--- config.mk ---
export PLATFORM = sky130hd
export DESIGN_NAME = pattern_detect_param
export DESIGN_NICKNAME = d
export VERILOG_FILES = /design/src/rtl/pattern_detect_param.sv
export SDC_FILE = /design/constraint.sdc
export NUM_CORES = 1
export LEC_CHECK = 0
export ABC_AREA = 0
export BUFFER_PORTS_ARGS = -buffer_cell sky130_fd_sc_hd__clkbuf_2
export CAP_MARGIN = 0
export CORE_AREA = 2 2 39 41
export DETAILED_ROUTE_END_ITERATION = 6
export DIE_AREA = 0 0 41 43
export GPL_ROUTABILITY_DRIVEN = 0
export GPL_TIMING_DRIVEN = 0
export SYNTH_ARGS = -nofsm -noshare
export SYNTH_HDL_FRONTEND = slang
export SYNTH_SLANG_ARGS = --single-unit
--- constraint.sdc ---
create_clock -name clk -period 2.3 [get_ports clk]
set_clock_uncertainty 0.15 [all_clocks]
set_input_delay 0.69 -clock clk [delete_from_list [all_inputs] [get_ports clk]]
set_output_delay 0.69 -clock clk [all_outputs]
set_load 0.1 [all_outputs]
--- src/rtl/pattern_detect_param.sv ---
// ============================================================================
// Module   : pattern_detect_param
// Brief    : Serial pattern detector with a runtime-programmable pattern of
//            LEN bits and a per-bit don't-care mask. Overlapping matches are
//            chosen at elaboration. A sample qualifier (en) lets the stream
//            contain gaps. Outputs are a Mealy match flag (y), a registered
//            copy of it (hit) and an optional saturating match counter.
// Options  : define PATTERN_DETECT_COUNT_EN to add the match_cnt port and
//            the counter logic.
// Revision : 1.0 - initial release
// ============================================================================
`default_nettype none

module pattern_detect_param #(
    parameter int LEN     = 4,
    parameter int OVERLAP = 1,
    parameter int CNT_W   = 8
) (
    input  logic             clk,
    input  logic             rst,
    input  logic             en,
    input  logic             x,
    input  logic [LEN-1:0]   pattern,
    input  logic [LEN-1:0]   mask,
    input  logic             clr,
    output logic             y,
    output logic             hit
`ifdef PATTERN_DETECT_COUNT_EN
    ,
    output logic [CNT_W-1:0] match_cnt
`endif
);

    // The fill counter only has to reach LEN-1, so clog2(LEN) bits suffice.
    localparam int                  c_FILL_W   = $clog2(LEN);
    localparam logic [c_FILL_W-1:0] c_FILL_MAX = c_FILL_W'(LEN - 1);
    localparam logic [c_FILL_W-1:0] c_FILL_ONE = c_FILL_W'(1);

    // Elaboration-time range guard; the block only exists for illegal values.
    generate
        if (LEN < 2 || LEN > 16 || CNT_W < 1) begin : g_param_range_error
        end
    endgenerate

    logic [LEN-2:0]      r_hist;
    logic [c_FILL_W-1:0] r_fill;
    logic                r_hit;
    logic [LEN-1:0]      w_window;
    logic                w_full;
    logic                w_cmp;
    logic                w_y;

    // The window is the stored history plus the bit on the wire this cycle,
    // so a match is flagged in the same cycle as its final bit.
    assign w_window = {r_hist, x};
    assign w_full   = (r_fill == c_FILL_MAX);
    assign w_cmp    = (((w_window ^ pattern) & mask) == '0);

    // Reset, clear and idle cycles can never produce a match.
    assign w_y = rst & en & ~clr & w_full & w_cmp;

    // History shift register and saturating fill count; held while en=0.
    always_ff @(posedge clk) begin
        if (!rst || clr) begin
            r_hist <= '0;
            r_fill <= '0;
        end else if (en) begin
            // Dropping the oldest window bit is the history shift.
            r_hist <= w_window[LEN-2:0];
            if (w_y && (OVERLAP == 0)) begin
                // Non-overlapping: the next match needs LEN fresh bits.
                r_fill <= '0;
            end else if (!w_full) begin
                r_fill <= r_fill + c_FILL_ONE;
            end
        end
    end

    // Registered copy of the match flag; clr reaches it only through y.
    always_ff @(posedge clk) begin
        if (!rst) begin
            r_hit <= 1'b0;
        end else begin
            r_hit <= w_y;
        end
    end

    assign y   = w_y;
    assign hit = r_hit;

`ifdef PATTERN_DETECT_COUNT_EN
    localparam logic [CNT_W-1:0] c_CNT_ONE = CNT_W'(1);

    logic [CNT_W-1:0] r_cnt;

    // Saturating match counter; sticks at all-ones instead of wrapping.
    always_ff @(posedge clk) begin
        if (!rst || clr) begin
            r_cnt <= '0;
        end else if (w_y && (r_cnt != '1)) begin
            r_cnt <= r_cnt + c_CNT_ONE;
        end
    end

    assign match_cnt = r_cnt;
`endif

endmodule

`default_nettype wire
==> results.py, run 1 <==
metrics = {
    "timing": {
        "setup_violations": 1,
        "finalMaxSlewViolations": 0,
        "slew_headroom": 0.643,
        "post-route-min-period_ns": 2.57,
        "timing.final.ws_setup_ns": -0.265,
        "fmax_ghz": 0.390,
        "worstMarginPinSlew_ns": 0.537,
        "finalCritPeriodShare": 1.12,
        "hold_viol": 0,
        "rsz0062_at_grt": "true",
    },
    "drt": {
        "routedWlPerCell_um": 8.56,
        "ant_nets": 0,
        "avgViaCountPerCell": 4.05,
        "firstDrtPassIters": 4,
        "drt-initial-drc-count": 2,
        "wl_um": 531,
        "drc_errors": 0,
        "vias": 251,
    },
    "min_path": {
        "min_path_type": "register to register",
        "whs_path_depth": 2,
        "min_from": "r_fill[1]$_SDFFE_PP0P_",
    },
    "clocking": {
        "h-tree-depth": 1,
        "clockBufferDepth": 2,
        "numCtsBuffers": 3,
        "worstSkewPairLatency_ns": 0.24,
        "holdBufCountCts": 0,
        "cts.sinks": 6,
        "cts-root-buf": "clkbuf_4",
        "cts_tree": "done",
        "clkTransAtPathRegs_ns": 0.05,
    },
    "synthesis": {
        "yosys_warnings": 0,
        "syn_area_sq_um": 288,
        "ys_seq_area_frac": 0.417,
        "ys_ff_latch": 6,
        "syn_avg_cell_area_sq_um": 9.59,
        "syn_inst": 30,
        "yosysUniqueCellTypes": 12,
        "syn_nets": 44,
    },
    "critical_path": {
        "required_ns": 1.46,
        "r2r_start": "r_fill[0]$_SDFFE_PP0P_",
        "cp_max_fo": 2,
        "crit_path_start_kind": "input port",
        "reg2reg_depth": 4,
        "crit_start": "pattern[3]",
        "worstSetupPathType": "input port to primary output",
        "worstSetupEndpointType": "primary output",
        "crit_arrival_ns": 1.73,
    },
    "layout": {
        "layout-drive-gt1-share": 0.391,
        "antenna_cells": 0,
        "final_common_cell": "clkbuf_2",
        "regArea_sq_um": 120,
        "syn_to_final_growth_pct": 48.3,
        "nNetsFinal": 62,
        "final_design_area_no_fill_sq_um": 427,
        "multi_input_area_sq_um": 168,
        "fill_cells": 147,
        "final_cell_mix": "12 x clkbuf_2, 6 x nor2_1, 6 x dfxtp_1, 4 x xor2_1, 4 x mux2i_1",
    },
    "die": {
        "start_util": 0.208,
        "core_sq_um": 1380,
        "ios": 15,
        "dieWidth_um": 41,
        "die-area_sq_um": 1760,
        "dieHeight_um": 43,
        "rows": 14,
    },
    "flow_run": {
        "drv_cap": 0,
    },
    "global_route": {
        "track_usage": 0.0792,
        "gr-total-overflow": 0,
        "antenna_found_initial": 0,
        "grt_pass1_wl_um": 903,
        "grt_max_degree": 7,
        "grt_pass1_vias": 264,
    },
    "placement": {
        "dp.final_hpwl_um": 449,
        "port_buffers": 13,
        "place_ws_ns": -0.516,
        "place_area_sq_um": 378,
    },
    "power_and_ir_drop": {
        "power_density_nw_per_um2": 541,
        "power.total_w": 0.000231,
        "worst_ir_drop_vdd_v": 0.000209,
        "p_leak_nw": 0.215,
    },
    "outcome": {
        "violations": "negative setup slack",
        "status": "complete, but fails checks",
    },
}
==> critical path, cell delays in order <==
cell and delay [ns]:
buf_6 0.09, xor2_1 0.13, a222oi_1 0.37, and3_4 0.25, clkbuf_16 0.19
==> routing by layer <==
metal | track usage | part of all wire
met5 | 0 | 0
met4 | 0.0400 | 0.013
met3 | 0.0628 | 0.062
met2 | 0.109 | 0.47
met1 | 0.0831 | 0.45
==> through the flow <==
stage | hold WS [ns] | TNS (ns) | utilization | cells
after floorplan | 0.315 | -0.124 | - | 30
after global placement | 0.330 | -0.526 | 0.273 | 59
after detailed placement | 0.343 | -0.516 | 0.273 | 59
after CTS | 0.354 | -0.285 | 0.304 | 62
after global routing | 0.411 | -0.288 | 0.308 | 62
final | 0.352 | -0.265 | 0.308 | 62
==> final cells by class <==
type                    instances  area share
clock buffers                   3      0.0528
well taps                      16      0.0469
flip-flops and latches          6       0.282
multi-input cells              23       0.393
plain buffers                   1      0.0117
repair buffers                 13       0.214
==> Yosys cell counts <==
| cell | count | share of area |
|---|---|---|
| nand2b_1 | 1 | 0.022 |
| and3_1 | 2 | 0.043 |
| ha_1 | 1 | 0.043 |
| xor2_1 | 4 | 0.12 |
| nor2_1 | 6 | 0.078 |
| nand2_1 | 2 | 0.026 |
| clkbuf_2 | 1 | 0.017 |
| and2b_1 | 1 | 0.026 |
| a222oi_1 | 1 | 0.035 |
| dfxtp_1 | 6 | 0.42 |
| xnor2_1 | 1 | 0.030 |
| mux2i_1 | 4 | 0.14 |
==> flip-flops by register name (all words and copies together), names as in the netlist <==
register and count:
hit 1, r_fill 2, r_hist 3
==> power breakdown <==
group,switching [W],total [W],internal [W]
Combinational,0.0000116,0.0000281,0.0000165
Sequential,0.00000151,0.000108,0.000106
Clock,0.0000358,0.0000946,0.0000589
==> cell families (layout without fill, tap and decap cells) <==
group | count (synthesis) | after routing | share of synthesized area
flip-flops | 6 | 6 | 0.417
multiplexers | 4 | 4 | 0.139
AO/OA/AOI/OAI | 1 | 1 | 0.0348
buffers and inverters | 1 | 17 | 0.0174
AND/OR/NAND/NOR | 12 | 12 | 0.196
XOR/XNOR | 5 | 5 | 0.152
adder cells (fa/ha/maj) | 1 | 1 | 0.0435
==> timing repair <==
action,4_1_cts,5_1_grt
resized for setup,3,1
pin swaps,2,1
setup buffers,0,0
setup endpoints to repair,1,1
==> path summary, 6_finish.rpt <==
kind | to | slack [ns]
worst max-delay path | y | -0.27
worst min-delay path | r_fill[1]$_SDFFE_PP0P_ | 0.35
worst max register to register | r_fill[1]$_SDFFE_PP0P_ | 1.04
worst min register to register | r_fill[1]$_SDFFE_PP0P_ | 0.35
Note: power is estimated with default switching activity, not from simulation.
==> inputs of run 2 (changes only) <==
--- a/config.mk
+++ b/config.mk
@@ -13,6 +13,7 @@
 export DIE_AREA = 0 0 41 43
 export GPL_ROUTABILITY_DRIVEN = 0
 export GPL_TIMING_DRIVEN = 0
+export SETUP_SLACK_MARGIN = 0.5
 export SYNTH_ARGS = -nofsm -noshare
 export SYNTH_HDL_FRONTEND = slang
 export SYNTH_SLANG_ARGS = --single-unit
==> constraint.sdc (replaced) <==
create_clock -name clk -period 2.3 [get_ports clk]
set_clock_uncertainty 0.15 [all_clocks]
set_input_delay 0.23 -clock clk [delete_from_list [all_inputs] [get_ports clk]]
set_output_delay 0.23 -clock clk [all_outputs]
set_load 0.1 [all_outputs]
==> results.py, run 2 (synthesized netlist as in run 1, its figures left out) <==
metrics = {
    "layout": {
        "multi_input_area_sq_um": 164,
        "nNetsFinal": 62,
        "syn_to_final_growth_pct": 44.8,
        "final_common_cell": "clkbuf_2",
        "regArea_sq_um": 120,
        "largest-register": "r_hist",
        "final_cell_mix": "13 x clkbuf_2, 6 x nor2_1, 6 x dfxtp_1, 4 x xor2_1, 4 x mux2i_1",
        "largest_reg_flops": 3,
        "layout-drive-gt1-share": 0.391,
        "fill_cells": 140,
        "antenna_cells": 0,
    },
    "drt": {
        "routedWlPerCell_um": 9.16,
        "drc_errors": 0,
        "drt-initial-drc-count": 13,
        "avgViaCountPerCell": 3.95,
        "wl_um": 568,
        "ant_nets": 0,
        "vias": 245,
        "firstDrtPassIters": 4,
    },
    "power_and_ir_drop": {
        "power_density_nw_per_um2": 550,
        "power.total_w": 0.000229,
        "p_leak_nw": 0.215,
        "worst_ir_drop_vdd_v": 0.000275,
    },
    "critical_path": {
        "worstSetupEndpointType": "primary output",
        "path_cells": "xor2_1 > a222oi_1 > and3_2 > clkbuf_16",
        "crit_path_start_kind": "register",
        "slowest_delay_ns": 0.34,
        "r2r_slack_ns": 1.04,
        "required_ns": 1.92,
        "cp_max_fo": 2,
        "critPathSlowestCell": "a222oi_1",
        "worstSetupPathType": "register to primary output",
        "crit_arrival_ns": 1.50,
    },
    "timing": {
        "hold_viol": 0,
        "finalCritPeriodShare": 0.818,
        "setup_violations": 0,
        "rsz0062_at_grt": "true",
        "slew_headroom": 0.643,
        "post-route-min-period_ns": 1.88,
        "fmax_ghz": 0.532,
        "worstMarginPinSlew_ns": 0.537,
        "finalMaxSlewViolations": 0,
        "finalSetupTns_ns": 0,
    },
    "placement": {
        "port_buffers": 13,
    },
    "die": {
        "die-area_sq_um": 1760,
        "ios": 15,
        "core_sq_um": 1380,
        "dieHeight_um": 43,
        "dieWidth_um": 41,
        "start_util": 0.208,
        "rows": 14,
    },
    "global_route": {
        "grt_pass1_vias": 220,
        "antenna_found_initial": 0,
        "grt_max_degree": 7,
        "track_usage": 0.0734,
        "gr-total-overflow": 0,
        "grt_pass1_wl_um": 793,
    },
    "clocking": {
        "h-tree-depth": 1,
        "numCtsBuffers": 3,
        "cts-root-buf": "clkbuf_4",
        "worstSkewPairLatency_ns": 0.24,
        "clkTransAtPathRegs_ns": 0.04,
        "cts_tree": "done",
        "cts.sinks": 6,
        "cts_setup_buffers": 0,
        "clockBufferDepth": 2,
    },
    "min_path": {
        "min_path_type": "input port to register",
    },
    "outcome": {
        "status": "complete, no violations",
    },
    "flow_run": {
        "drv_cap": 0,
    },
}
run 2: timing repair:
item	in CTS	in global routing
endpoints found under the setup margin	1	1
pin swaps	1	0
hold buffers	0	0
resized for setup	3	0
run 2: per-stage QoR:
stage | hold slack [ns] | instances | worst slack, ns | utilization | cell area, sq um
6_report | 0.134 | 62 | 0.419 | 0.301 | 417
5_1_grt | 0.132 | 62 | 0.338 | 0.301 | 417
4_1_cts | 0.131 | 62 | 0.404 | 0.301 | 417
3_5_place_dp | 0.343 | 59 | 0.428 | 0.270 | 374
3_3_place_gp | 0.331 | 59 | 0.430 | 0.270 | 374
2_1_floorplan | 0.227 | 30 | 0.594 | - | 289
run 2: power breakdown:
part	switching [W]	total (W)	internal [W]
logic	0.0000114	0.0000268	0.0000154
registers	0.00000160	0.000108	0.000106
clock network	0.0000356	0.0000945	0.0000589
total	0.0000486	0.000229	0.000181
run 2: routing by layer:
| metal | GRT usage | up-vias | wire [um] |
|---|---|---|---|
| met2 | 0.109 | 17 | 245 |
| met1 | 0.0645 | 96 | 240 |
| met5 | 0 | - | 0 |
| li1 | - | 132 | - |
| met3 | 0.0785 | 0 | 81 |
| met4 | 0.0200 | 0 | 0 |
run 2: critical path, delay by kind of cell, from the launching register on:
family / cells / cell delay [ns]
flip-flops: 1 / 0.32
XOR/XNOR: 1 / 0.16
AO/OA/AOI/OAI: 1 / 0.34
buffers and inverters: 1 / 0.20
AND/OR/NAND/NOR: 1 / 0.25
run 2: final cells by class:
type | instances | area share
plain buffers | 1 | 0.0120
flip-flops and latches | 6 | 0.288
multi-input cells | 23 | 0.393
well taps | 16 | 0.0480
clock buffers | 3 | 0.0541
repair buffers | 13 | 0.204
run 2: path summary, 6_finish.rpt:
check | depth (start not counted) | to | start
worst max register to register | 4 | r_fill[1]$_SDFFE_PP0P_ | r_fill[0]$_SDFFE_PP0P_
worst min register to register | 2 | r_fill[1]$_SDFFE_PP0P_ | r_fill[1]$_SDFFE_PP0P_
worst min-delay path | 3 | hit$_SDFF_PN0_ | mask[1]
worst max-delay path | 4 | y | r_hist[2]$_SDFFE_PP0P_
